## src/rtl/present_sbox_keyadd_redundant_pkg.sv

```systemverilog
// PRESENT S-box table, FSM states and a width-generic S-box layer helper.
// Shared by the redundant S-box/key-add datapath and its interface.
package present_pkg;

    localparam int MAX_NIBBLES = 16;

    localparam logic [3:0] SBOX [16] = '{
        4'hC, 4'h5, 4'h6, 4'hB, 4'h9, 4'h0, 4'hA, 4'hD,
        4'h3, 4'hE, 4'hF, 4'h8, 4'h4, 4'h7, 4'h1, 4'h2
    };

    typedef enum logic [1:0] {
        IDLE,
        COMPUTE,
        OUTPUT
    } fsm_e;

    // Unused upper nibbles pass through the S-box harmlessly; callers slice.
    function automatic logic [4*MAX_NIBBLES-1:0] sbox_layer(
        input logic [4*MAX_NIBBLES-1:0] x
    );
        logic [4*MAX_NIBBLES-1:0] y;
        y = '0;
        for (int i = 0; i < MAX_NIBBLES; i++) begin
            y[4*i+:4] = SBOX[x[4*i+:4]];
        end
        return y;
    endfunction

endpackage

```

## src/rtl/present_sbox_keyadd_redundant_if.sv

```systemverilog
// Operand/result handshake bundle for the redundant S-box/key-add layer.
// master = operand producer and result consumer, slave = the datapath.
interface present_sbox_keyadd_redundant_if #(
    parameter int NIBBLES = 3,
    parameter int FCW     = 8
);
    import present_pkg::*;

    localparam int W = 4 * NIBBLES;

    logic           io_in_valid;
    logic           io_in_ready;
    logic [W-1:0]   io_state;
    logic [W-1:0]   io_key;
    logic           io_out_valid;
    logic           io_out_ready;
    logic [W-1:0]   io_out;
    logic           io_fault;
    logic [FCW-1:0] io_fault_count;

    modport master (
        output io_in_valid, io_state, io_key, io_out_ready,
        input  io_in_ready, io_out_valid, io_out, io_fault, io_fault_count
    );

    modport slave (
        input  io_in_valid, io_state, io_key, io_out_ready,
        output io_in_ready, io_out_valid, io_out, io_fault, io_fault_count
    );

endinterface

```

## src/rtl/present_sbox_keyadd_redundant_sbox4.sv

```systemverilog
// Combinational 4-bit PRESENT S-box lane.
// One instance per nibble of the datapath.
module present_sbox4
    import present_pkg::*;
(
    input  logic [3:0] x,
    output logic [3:0] y
);

    assign y = SBOX[x];

endmodule

```

## src/rtl/present_sbox_keyadd_redundant.sv

```systemverilog
// PRESENT S-box + key-add layer with temporal redundancy: each operation is
// recomputed REPEATS times from captured registers and compared.
module present_sbox_keyadd_redundant
    import present_pkg::*;
#(
    parameter int NIBBLES = 3,
    parameter int REPEATS = 2,
    parameter int FCW     = 8
) (
    input logic clock,
    input logic reset,
    present_sbox_keyadd_redundant_if.slave io
);

    localparam int W  = 4 * NIBBLES;
    localparam int PW = (REPEATS > 1) ? $clog2(REPEATS) : 1;
    localparam logic [PW-1:0] LAST = PW'(REPEATS - 1);

    fsm_e           fsm_q;
    logic [W-1:0]   state_q;
    logic [W-1:0]   key_q;
    logic [W-1:0]   ref_q;
    logic [W-1:0]   out_q;
    logic [PW-1:0]  pass_q;
    logic           mismatch_q;
    logic           fault_q;
    logic [FCW-1:0] cnt_q;

    logic [W-1:0]   sb;
    logic [W-1:0]   r;
    logic           diff;
    logic           fault_d;
    logic           last;

    for (genvar i = 0; i < NIBBLES; i++) begin : g_lane
        present_sbox4 u_sbox (
            .x (state_q[4*i+:4]),
            .y (sb[4*i+:4])
        );
    end

    assign r       = sb ^ key_q;
    // Pass 0 only seeds the reference; later passes are the checks.
    assign diff    = (pass_q != '0) && (r != ref_q);
    assign fault_d = mismatch_q | diff;
    assign last    = (pass_q == LAST);

    always_ff @(posedge clock or posedge reset) begin
        if (reset) begin
            fsm_q      <= IDLE;
            state_q    <= '0;
            key_q      <= '0;
            ref_q      <= '0;
            out_q      <= '0;
            pass_q     <= '0;
            mismatch_q <= 1'b0;
            fault_q    <= 1'b0;
            cnt_q      <= '0;
        end else begin
            unique case (fsm_q)
                IDLE: begin
                    if (io.io_in_valid) begin
                        state_q    <= io.io_state;
                        key_q      <= io.io_key;
                        mismatch_q <= 1'b0;
                        pass_q     <= '0;
                        fsm_q      <= COMPUTE;
                    end
                end
                COMPUTE: begin
                    if (pass_q == '0) ref_q <= r;
                    if (diff) mismatch_q <= 1'b1;
                    if (last) begin
                        out_q   <= fault_d ? '0 : r;
                        fault_q <= fault_d;
                        if (fault_d && (cnt_q != '1)) begin
                            cnt_q <= cnt_q + FCW'(1);
                        end
                        fsm_q <= OUTPUT;
                    end else begin
                        pass_q <= pass_q + PW'(1);
                    end
                end
                OUTPUT: begin
                    if (io.io_out_ready) fsm_q <= IDLE;
                end
                default: fsm_q <= IDLE;
            endcase
        end
    end

    assign io.io_in_ready    = (fsm_q == IDLE);
    assign io.io_out_valid   = (fsm_q == OUTPUT);
    assign io.io_out         = out_q;
    assign io.io_fault       = fault_q;
    assign io.io_fault_count = cnt_q;

endmodule

```

## src/flat_wrapper.sv

```systemverilog
// flat-port wrapper written by rule: the top's interface ports become plain ports
module present_sbox_keyadd_redundant_flat import present_pkg::*;
#(
    parameter int NIBBLES = 3,
    parameter int REPEATS = 2,
    parameter int FCW     = 8
)
  (clock, reset, io_io_in_valid, io_io_state, io_io_key, io_io_out_ready, io_io_in_ready, io_io_out_valid, io_io_out, io_io_fault, io_io_fault_count);
  present_sbox_keyadd_redundant_if #(.NIBBLES(NIBBLES), .FCW(FCW)) io_i ();
  input logic clock;
  input logic reset;
  input wire logic [$bits(io_i.io_in_valid)-1:0] io_io_in_valid;
  input wire logic [$bits(io_i.io_state)-1:0] io_io_state;
  input wire logic [$bits(io_i.io_key)-1:0] io_io_key;
  input wire logic [$bits(io_i.io_out_ready)-1:0] io_io_out_ready;
  output wire logic [$bits(io_i.io_in_ready)-1:0] io_io_in_ready;
  output wire logic [$bits(io_i.io_out_valid)-1:0] io_io_out_valid;
  output wire logic [$bits(io_i.io_out)-1:0] io_io_out;
  output wire logic [$bits(io_i.io_fault)-1:0] io_io_fault;
  output wire logic [$bits(io_i.io_fault_count)-1:0] io_io_fault_count;
  assign io_i.io_in_valid = io_io_in_valid;
  assign io_i.io_state = io_io_state;
  assign io_i.io_key = io_io_key;
  assign io_i.io_out_ready = io_io_out_ready;
  assign io_io_in_ready = io_i.io_in_ready;
  assign io_io_out_valid = io_i.io_out_valid;
  assign io_io_out = io_i.io_out;
  assign io_io_fault = io_i.io_fault;
  assign io_io_fault_count = io_i.io_fault_count;
  present_sbox_keyadd_redundant #(.NIBBLES(NIBBLES), .REPEATS(REPEATS), .FCW(FCW)) u_core (.clock(clock), .reset(reset), .io(io_i));
endmodule
```

## config.mk

```make
export PLATFORM = sky130hd
export DESIGN_NAME = present_sbox_keyadd_redundant_flat
export DESIGN_NICKNAME = d
export VERILOG_FILES = /design/src/rtl/present_sbox_keyadd_redundant_pkg.sv /design/src/rtl/present_sbox_keyadd_redundant_if.sv /design/src/rtl/present_sbox_keyadd_redundant_sbox4.sv /design/src/rtl/present_sbox_keyadd_redundant.sv /design/src/flat_wrapper.sv
export SDC_FILE = /design/constraint.sdc
export NUM_CORES = 1
export LEC_CHECK = 0
export ABC_AREA = 1
export BUFFER_PORTS_ARGS = -buffer_cell sky130_fd_sc_hd__buf_2
export CAP_MARGIN = 20
export CORE_MARGIN = 3
export CORE_UTILIZATION = 45
export DETAILED_ROUTE_END_ITERATION = 12
export PLACE_DENSITY = 0.65
export SYNTH_ARGS = -nofsm -noshare
export SYNTH_HDL_FRONTEND = slang
export SYNTH_SLANG_ARGS = --single-unit
export TNS_END_PERCENT = 50
```

## constraint.sdc

```tcl
create_clock -name clock -period 2.7 [get_ports clock]
set_input_delay 0.54 -clock clock [delete_from_list [all_inputs] [get_ports clock]]
set_output_delay 0.54 -clock clock [all_outputs]
set_load 0.02 [all_outputs]
```

After elaboration in Yosys (flattened, before gate mapping). Memories as Yosys holds them, arrays and structs flattened. Cells that the tools add are included.

Memory bits (read-only): 192. Word-level logic and storage cells: 58. Register bits: 61. Output and inout bits: 23. Memories: 3.

Add/sub/neg operators: 2. Magnitude comparators: 3. Reduce and logical (&&, ||, !) cells: 11. Muxes and demuxes: 16. Bitwise logic cells: 6. Eq/ne operators: 8.

Memories: (no name shown) (words 16, width 4, rd ports 1, clocked after memory_dff 0, write ports 0, line present_sbox_keyadd_redundant_sbox4.sv:10) `assign y = SBOX[x];`; (no name shown) (words 16, width 4, rd ports 1, clocked after memory_dff 0, write ports 0, line present_sbox_keyadd_redundant_sbox4.sv:10); (no name shown) (words 16, width 4, rd ports 1, clocked after memory_dff 0, write ports 0, line present_sbox_keyadd_redundant_sbox4.sv:10).

Operator list (count): $mux 4 (6); $ge 5x5->1 const B (3); $not 4->5 (3); $mux 12 (1); $ne 12x12->1 (1); $xor 12x12->12 (1); $reduce_and 3->1 (3); $add 8x1->8 const B (1); $ne 8x8->1 const B (1); $reduce_and 2->1 (4); $mux 2 (3); $pmux 2 s3 (1); $ne 2x1->1 const B (2); $ne 2x2->1 const B (2); $pmux 1 s2 (2); $mux 1 (3); $eq 2x1->1 const B (1); $eq 2x2->1 const B (1); $logic_and 1x1->1 (2); $logic_not 2->1 (1); $reduce_bool 2->1 (1); $add 1x1->1 const B (1); $not 1->1 (1); $or 1x1->1 (1).

Depth between registers and ports, before layout. Gate-level depths: netlist (run 1).

Word-level depth: 10. Mapped depth: 18.

Hierarchy. From an unflattened synthesis (run 1), not the netlist that was laid out.

Cells, all modules: 512. Area total of the unflattened synthesis: 3631.0 um^2.

By module, submodules not included: present_sbox_keyadd_redundant (sequential area each 1526.5 um^2, area an instance 2976.6 um^2, cells each 390, instances 1); present_sbox4 at u_core.g_lane[1].u_sbox (sequential area each 0.0 um^2, area an instance 221.5 um^2, cells each 41, instances 1); present_sbox4 at u_core.g_lane[0].u_sbox (sequential area each 0.0 um^2, area an instance 216.5 um^2, cells each 41, instances 1); present_sbox4 at u_core.g_lane[2].u_sbox (sequential area each 0.0 um^2, area an instance 216.5 um^2, cells each 40, instances 1).

Worst setup path after synthesis (run 1). OpenSTA, ideal clock, no wires.

Path kind: flip-flop to flip-flop. Start: register u_core.state_q[9]. End: register u_core.cnt_q[2], in the netlist u_core.io.io_fault_count[2]. Arrival: 1907 ps. Period minus slack after synthesis: 2025 ps. Stages on the path, launching flop included: 18. Setup slack: 675 ps. Path buffers: 1. Cells stage by stage: dfrtp_1 inv_1 ha_1 inv_1 nand2_1 o21ai_1 nand2_1 nand3b_1 nand2_1 nand2_1 nand3_1 nor2_1 nand3_1 nand2_1 nand2_2 buf_6 nand4_1 nand2_1.

Longest elaborated chain between the ends: 10.

Ends and longest elaborated chain: from (decl) (line present_sbox_keyadd_redundant.sv:20) `logic [W-1:0] state_q;`; from (signal assigned) (line present_sbox_keyadd_redundant.sv:63) `state_q <= io.io_state;`; $not 4->5 (not written as such) (line present_sbox_keyadd_redundant_sbox4.sv:10); $mem_v2 16x4; $mux 4 (not written as such) (2 in series) (line present_sbox_keyadd_redundant_sbox4.sv:10); $xor 12x12->12 (line present_sbox_keyadd_redundant.sv:42) `assign r = sb ^ key_q;`; $ne 12x12->1 (line present_sbox_keyadd_redundant.sv:44) `assign diff = (pass_q != '0) && (r != ref_q);`; $logic_and 1x1->1 (line present_sbox_keyadd_redundant.sv:44); $or 1x1->1 (line present_sbox_keyadd_redundant.sv:45) `assign fault_d = mismatch_q | diff;`; $logic_and 1x1->1 (line present_sbox_keyadd_redundant.sv:76) `if (fault_d && (cnt_q != '1)) begin`; $reduce_and 3->1 (no line); to (signal assigned) (line present_sbox_keyadd_redundant.sv:77) `cnt_q <= cnt_q + FCW'(1);`; to (decl) (line present_sbox_keyadd_redundant.sv:27) `logic [FCW-1:0] cnt_q;`.

Every way passes these cells. The select of a mux whose other input is x is not followed. A chain may end at the register's enable or synchronous reset.

Worst setup path in the final report (run 1).
Start: register u_core.state_q[8]. End: register u_core.fault_q, in the netlist u_core.io.io_fault.

Longest elaborated chain between the ends: 8.

Ends and longest elaborated chain: $not 4->5 (not written as such) (line present_sbox_keyadd_redundant_sbox4.sv:10); $mem_v2 16x4; $mux 4 (not written as such) (2 in series) (line present_sbox_keyadd_redundant_sbox4.sv:10); $xor 12x12->12 (line present_sbox_keyadd_redundant.sv:42); $ne 12x12->1 (line present_sbox_keyadd_redundant.sv:44); $logic_and 1x1->1 (line present_sbox_keyadd_redundant.sv:44); $or 1x1->1 (line present_sbox_keyadd_redundant.sv:45); to (signal assigned) (line present_sbox_keyadd_redundant.sv:75) `fault_q <= fault_d;`; to (decl) (line present_sbox_keyadd_redundant.sv:26) `logic fault_q;`.

Every way passes these cells. The select of a mux whose other input is x is not followed.

==> results of run 1 <==
-- where the power goes --
group / leakage (uW) / switching [uW] / internal, uW / total [uW]
clock: 0.000112 / 377 / 543 / 921
sequential: 0.000769 / 368 / 1300 / 1670
combinational: 0.00136 / 1780 / 950 / 2730
-- logic make-up (layout without fill, tap and decap cells) --
logic type | Yosys count | in the layout | share of synthesized area (%)
AO/OA/AOI/OAI | 54 | 54 | 8.81
multiplexers | 1 | 1 | 0.315
adder cells (fa/ha/maj) | 19 | 19 | 6.64
flip-flops | 61 | 61 | 42.7
AND/OR/NAND/NOR | 273 | 273 | 32.6
buffers and inverters | 64 | 121 | 7.55
XOR/XNOR | 6 | 6 | 1.47
-- Yosys cell counts, types with 4 or more instances --
cell	number	share of area, %
nand3b_1	7	1.5
nand2_1	178	19
dfrtp_1	61	43
nor2_1	15	1.6
o21ai_2	11	2.7
o21ai_1	5	0.70
clkbuf_1	8	0.84
nand4_1	8	1.4
ha_1	19	6.6
inv_2	4	0.42
a21oi_1	6	0.84
nand3_1	62	8.7
o21ai_0	30	4.2
inv_1	45	4.7
-- area by class of cell --
class | count | share of cell area, %
Multi-Input combinational cell | 353 | 43.0
Clock buffer | 10 | 3.31
Tap cell | 99 | 2.98
Sequential cell | 61 | 36.8
Inverter | 50 | 4.58
Timing Repair Buffer | 55 | 7.22
Clock inverter | 6 | 2.08
-- path summary, 6_finish.rpt --
path / end / from / slack (ns)
setup reg to reg: u_core.io.io_fault / u_core.state_q[8] / 0.29
min in group clock: u_core.fsm_q[1] / io_io_out_ready / 0.37
hold / removal: u_core.io.io_out[9] / reset / 0.29
setup / recovery: u_core.io.io_fault / u_core.state_q[8] / 0.29
max in group asynchronous: u_core.state_q[5] / reset / 1.78
hold reg to reg: u_core.io.io_out[0] / u_core.io.io_out[0] / 0.48
-- sequential cells by signal (all words and copies together), names as in the netlist --
register / count
u_core.key_q: 12
u_core.mismatch_q: 1
u_core.fsm_q: 2
u_core.state_q: 12
u_core.io.io_fault: 1
u_core.last: 1
u_core.ref_q: 12
u_core.io.io_out: 12
u_core.io.io_fault_count: 8
-- per-stage QoR --
step           total power [uW]  setup slack [ns]  area, um2  hold WS (ns)
2_1_floorplan              3770             0.647       3580         0.462
3_3_place_gp               4310             0.204       3920         0.463
3_5_place_dp               4390             0.123       3920         0.464
4_1_cts                    5330             0.103       4150         0.313
5_1_grt                    5880            0.0401       4160         0.342
6_report                   5320             0.289       4160         0.287
-- worst max-delay path, cell delays in order, from the launching register on --
cell and delay, ns:
dfrtp_1 0.42, inv_2 0.10, ha_1 0.35, nor2_4 0.10
nor2_1 0.06, nand2_1 0.10, nand2_1 0.09, nand2_1 0.10
nand3_1 0.07, nand2_1 0.07, nand2_1 0.06, nor2_2 0.13
nand3_1 0.08, nand2_1 0.12, nand2_4 0.14, buf_4 0.20
nand2_1 0.06, nand2_1 0.05
-- layer usage --
layer / part of all wire (%) / wire length [um] / track usage (%) / vias up
li1: - / - / - / 1641
met1: 48 / 3740 / 26.0 / 1432
met2: 46 / 3590 / 29.8 / 62
met3: 4.4 / 341 / 2.68 / 12
met4: 1.2 / 90 / 6.13 / 0
met5: 0 / 0 / 0 / -
-- cells in the final DEF, fill, tap and decap left out, types with 2 or more instances in the layout --
| master | count |
|---|---|
| a21oi_1 | 6 |
| buf_2 | 50 |
| buf_4 | 4 |
| bufinv_16 | 2 |
| clkbuf_8 | 10 |
| clkinv_2 | 2 |
| dfrtp_1 | 59 |
| dfrtp_2 | 2 |
| ha_1 | 19 |
| inv_1 | 42 |
| inv_2 | 7 |
| nand2_1 | 178 |
| nand3_1 | 62 |
| nand3b_1 | 7 |
| nand4_1 | 8 |
| nor2_1 | 14 |
| o21ai_0 | 30 |
| o21ai_1 | 5 |
| o21ai_2 | 11 |
| xnor2_1 | 3 |
| xor2_1 | 3 |
-- timing repair --
item | CTS | global route
setup endpoints to repair | 0 | 19
resized for setup | 0 | 6
endpoints found under the hold margin | 0 | 0
==> metrics.md, run 1 <==
| Metric | Value |
|---|---|
| P per Cell Area | 1280 nW/um2 |
| Final hold viol count | 0 |
| Worst-path maximum fanout | 13 |
| Crit. End Element | flip-flop |
| Fmax | 415 MHz |
| Multi-input logic area | 1790 um2 |
| Dpl cells | 618 |
| DIE HEIGHT | 95.2 um |
| Initial Util | 47.8% |
| Dominant synthesized flop cell | dfrtp_1 |
| Req. time, crit path | 2.93 ns |
| CTS Hold Bufs | 0 |
| Cells on worst reg2reg path | 17 |
| Seq cells post-synth | 61 |
| WS Path Type | flip-flop to flip-flop |
| Routed vias/inst | 4.96 |
| Register area | 1530 um2 |
| Worst min-delay path class | primary input to asynchronous set/reset pin |
| Antenna-violating nets left | 0 |
| Fin nets | 577 |
| Global-route wire length before repair | 13.4 mm |
| All-Layer GR Usage | 18.6% |
| Least-Margin Pin Slew | 0.727 ns |
| Area delta synth->final | 16.2% |
| DRC | 0 |
| Final Util | 55.5% |
| Total routed wirelength | 7.77 mm |
| TritonCTS clock tree | done |
| Syn_nets | 525 |
| Worst-Skew Late Latency | 0.33 ns |
| H-tree levels | 3 |
| Setup violators final | 0 |
| Maxcap violations | 0 |
| Yosys cell types | 27 |
| Vias in the first global route | 2936 |
| Maximum VDD drop | 0.000483 V |
| TritonCTS Buffers | 9 |
| DR pass1 iterations | 4 |
| EDFF count, synth | 0 |
| Die footprint | 9060 um2 |
| Asr flop ratio synth | 100% |
| Clock Tree Buf Depth | 2 |
| RSZ-0062 raised after global routing | false |
| Root Driver | clkbuf_8 |
| GPL Wtd Cong | 0.863 |
| Non-filler cells, final | 634 |
| Startpoint class of the critical path | flip-flop |
| Warnings from Yosys | 0 |
| Post-Syn Instances | 478 |
| Placed wire-length estimate | 5.67 mm |
| Clk sinks | 61 |
| Layout cells sized above 1 | 18.1% |
| Max-slew violations | 0 |
| # rows | 31 |
| Leak pwr | 0.00224 uW |
| Clock transition at path regs | 0.08 ns |
| Routed via count | 3147 |
| N_diodes | 0 |
| Status | complete, no violations |
| Initial antenna violation count | 0 |
| Largest net degree at the start of global routing | 47 |
| Syn Area/Cell | 7.49 um2 |
| Die Width | 95.2 um |
| Clock skew | 0.0103 ns |
| Worst slew margin | 51.4% |
| Detailed router's first-iteration violation count | 132 |
| Period Utilization, post-route | 89.3% |
| DR WL/cell | 12.3 um |
| Post-layout min period | 2.41 ns |
| Sequential-to-total area share from yosys stat | 42.7% |
| Port-buffer cells | 50 |
| Postcts setup bufs | 0 |
| Core footprint | 7490 um2 |
| Final setup TNS | 0 ns |
| Grt total ovfl | 0 |
| Filler instances | 749 |
| Num ports | 51 |
| WP data arrival | 2.64 ns |
| Cell area after synthesis | 3580 um2 |
Power figures use the tool's default switching activity.
==> run 2, diff against run 1 <==
--- a/config.mk
+++ b/config.mk
@@ -6,12 +6,11 @@
 export NUM_CORES = 1
 export LEC_CHECK = 0
 export ABC_AREA = 1
-export BUFFER_PORTS_ARGS = -buffer_cell sky130_fd_sc_hd__buf_2
 export CAP_MARGIN = 20
 export CORE_MARGIN = 3
 export CORE_UTILIZATION = 45
 export DETAILED_ROUTE_END_ITERATION = 12
-export PLACE_DENSITY = 0.65
+export DONT_BUFFER_PORTS = 1
 export SYNTH_ARGS = -nofsm -noshare
 export SYNTH_HDL_FRONTEND = slang
 export SYNTH_SLANG_ARGS = --single-unit
==> run 2 against run 1 <==
Against the previous run:
- sequential share of layout area increased by 2.1 points
- flip-flop and latch count unchanged
- highest routed layer unchanged
- routed wire length increased by 0.94%
- cell area decreased by 5.6%
- first-iteration DRC count decreased by 25%
- die area unchanged
- largest cell class unchanged
- final cell count decreased by 7.3%
- core utilization decreased by 3.1 points
==> metrics.md, run 2 (same netlist as run 1, synthesis figures left out) <==
| Metric | Value |
|---|---|
| Cells on worst reg2reg path | 16 (-1) |
| Multi-input logic area | 1790 um2 (-0.14%) |
| Fin nets | 531 (-8.0%) |
| Maximum VDD drop | 0.000492 V (+1.8%) |
| Post-layout min period | 2.36 ns (-0.0477 ns) |
| Met3 WL post-DR | 453 um (+33%) |
| Pwr Total | 5160 uW (-2.9%) |
| DIE HEIGHT | 95.2 um (unchanged) |
| Core footprint | 7490 um2 (unchanged) |
| Num ports | 51 (unchanged) |
| Die footprint | 9060 um2 (unchanged) |
| WS Path Type | flip-flop to flip-flop |
| N_diodes | 0 (unchanged) |
| Post-Route M1 WL | 3.71 mm (-0.80%) |
| Crit path largest cell delay | 0.41 ns (about the same) |
| RSZ-0062 raised after global routing | false |
| Worst-path maximum fanout | 7 (-6) |
| P per Cell Area | 1320 nW/um2 (+2.8%) |
| Status | complete, no violations |
| Layout cells sized above 1 | 9.82% (-8.3 points) |
| Final hold viol count | 0 (unchanged) |
| Antenna-violating nets left | 0 (unchanged) |
| Detailed router's first-iteration violation count | 99 (-25%) |
| DR WL/cell | 13.3 um (+8.8%) |
| CP Launch Point | u_core.state_q[8] |
| GPL Wtd Cong | 0.841 (-2.6%) |
| Die Width | 95.2 um (unchanged) |
| Period Utilization, post-route | 87.5% (-1.8 points) |
| Max-slew violations | 0 (unchanged) |
| Initial antenna violation count | 0 (unchanged) |
| Clock transition at path regs | 0.08 ns (about the same) |
| Worst min-delay path class | primary input to asynchronous set/reset pin |
| Clock Tree Buf Depth | 2 (unchanged) |
| H-tree levels | 3 (unchanged) |
| Register area | 1530 um2 (about the same) |
| Pre-CTS WS | 0.115 ns (-0.00866 ns) |
| Setup ws final | 0.337 ns (+0.0477 ns) |
| # rows | 31 (unchanged) |
| Worst-Skew Late Latency | 0.33 ns (about the same) |
| Largest net degree at the start of global routing | 45 (-4.3%) |
| Req. time, crit path | 2.96 ns (+0.03 ns) |
| Top Metal Used | met4 |
| Clk sinks | 61 (unchanged) |
| Worst-path cell chain | inv_2, ha_1, inv_1, nand2_1, o21ai_1, nand2_1, nand3b_1, nand2_1, nand2_1, nand3_1, nor2_1, nand3_1, nand2_1, nand2_4, buf_4, o21ai_2 |
| WP data arrival | 2.62 ns (-0.02 ns) |
| Top delay family on crit path | simple AND/OR/NAND/NOR gates |
| Total routed wirelength | 7.84 mm (+0.94%) |
| Most used cell, CP | nand2_1 |
| Placed wire-length estimate | 5.78 mm (+2.0%) |
| Final setup TNS | 0 ns (unchanged) |
| Startpoint class of the critical path | flip-flop |
| CTS Hold Bufs | 0 (unchanged) |
| Commonest non-fill, non-tap cell in the layout | nand2_1 |
| Routed vias/inst | 5.10 (+2.7%) |
| Commonest non-fill, non-tap cells in the layout | 178 x nand2_1, 62 x nand3_1, 60 x dfrtp_1, 42 x inv_1, 30 x o21ai_0 |
| Area delta synth->final | 9.69% |
| Port-buffer cells | 0 (-100%) |
| Initial Util | 47.8% (unchanged) |
| DRC | 0 (unchanged) |
| Root Driver | clkbuf_8 |
| CP bufs+invs | 3 (+1) |
| Crit. End Element | flip-flop |
| Fmax | 423 MHz (+2.0%) |
| Grt total ovfl | 0 (unchanged) |
| Setup violators final | 0 (unchanged) |
| Clock skew | 0.00816 ns (-0.00211 ns) |
| Worst slew margin | 47.3% (-4.1 points) |
| Filler instances | 699 (-6.7%) |
| Crit path depth | 16 (-1) |
| TritonCTS clock tree | done |
| Routed via count | 2998 (-4.7%) |
| Least-Margin Pin Slew | 0.789 ns (+0.0620 ns) |
| Reg2reg start | u_core.state_q[8] |
| Leak pwr | 0.00202 uW (-9.6%) |
| DR pass1 iterations | 4 (unchanged) |
| Maxcap violations | 0 (unchanged) |
| Crit path max-delay cell type | dfrtp_1 |
| Vias in the first global route | 2750 (-6.3%) |
| Global-route wire length before repair | 13.0 mm (-2.6%) |
| TritonCTS Buffers | 9 (unchanged) |
| WL met2 | 3.58 mm (-0.47%) |
| All-Layer GR Usage | 18.4% (-0.28 points) |
run 2: changes by cell type in the layout (fill, tap and decap cells not counted), sizes merged:
| cell | change |
|---|---|
| clkinvlp | +1 |
| buf | -46 |
| bufinv | -1 |
run 2: what timing repair did:
action,in CTS,in global routing
endpoints found under the setup margin,0,19
setup buffers,0,3
resized for setup,0,4
run 2: layer usage:
metal	vias to the layer above	global-route usage [%]
met5	-	0
met1	1375	24.7
li1	1548	-
met2	69	29.4
met3	6	4.89
met4	0	4.57
run 2: report_power, final:
group	leakage, uW	total [uW]	switching (uW)	internal (uW)
Combinational	0.00116	2550	1630	921
Sequential	0.000770	1810	508	1300
Clock	0.0000923	801	376	425
run 2: layout make-up:
type / count / area share, %
tap: 99 / 3.16
timing repair buffer: 9 / 2.68
sequential: 61 / 38.9
clock inverter: 6 / 1.63
multi-input combinational: 353 / 45.5
clock buffer: 10 / 3.25
inverter: 50 / 4.85
run 2: per-stage QoR:
step	instances	utilization [%]	hold slack [ns]	instance area, um2
after CTS	585	51.9	0.0716	3880
after global routing	588	52.4	0.0829	3930
final	588	52.4	0.0747	3930
after global placement	569	49.3	0.442	3690
after detailed placement	569	49.3	0.446	3690
after floorplan	478	-	0.462	3580
run 2: worst register-to-register path, cell delays in order (launching register included):
cell and delay (ns):
dfrtp_1 0.41, inv_2 0.10, ha_1 0.35, inv_1 0.07, nand2_1 0.06, o21ai_1 0.09
nand2_1 0.08, nand3b_1 0.13, nand2_1 0.08, nand2_1 0.06, nand3_1 0.07, nor2_1 0.16
nand3_1 0.10, nand2_1 0.13, nand2_4 0.10, buf_4 0.19, o21ai_2 0.12
run 2: final timing paths:
path / to / slack [ns]
min: u_core.fsm_q[1] / 0.07
max in group asynchronous: u_core.state_q[9] / 2.02
min in group clock: u_core.fsm_q[1] / 0.29
min reg2reg: u_core.key_q[2] / 0.50
max reg2reg: u_core.io.io_out[1] / 0.34
max: u_core.io.io_out[1] / 0.34
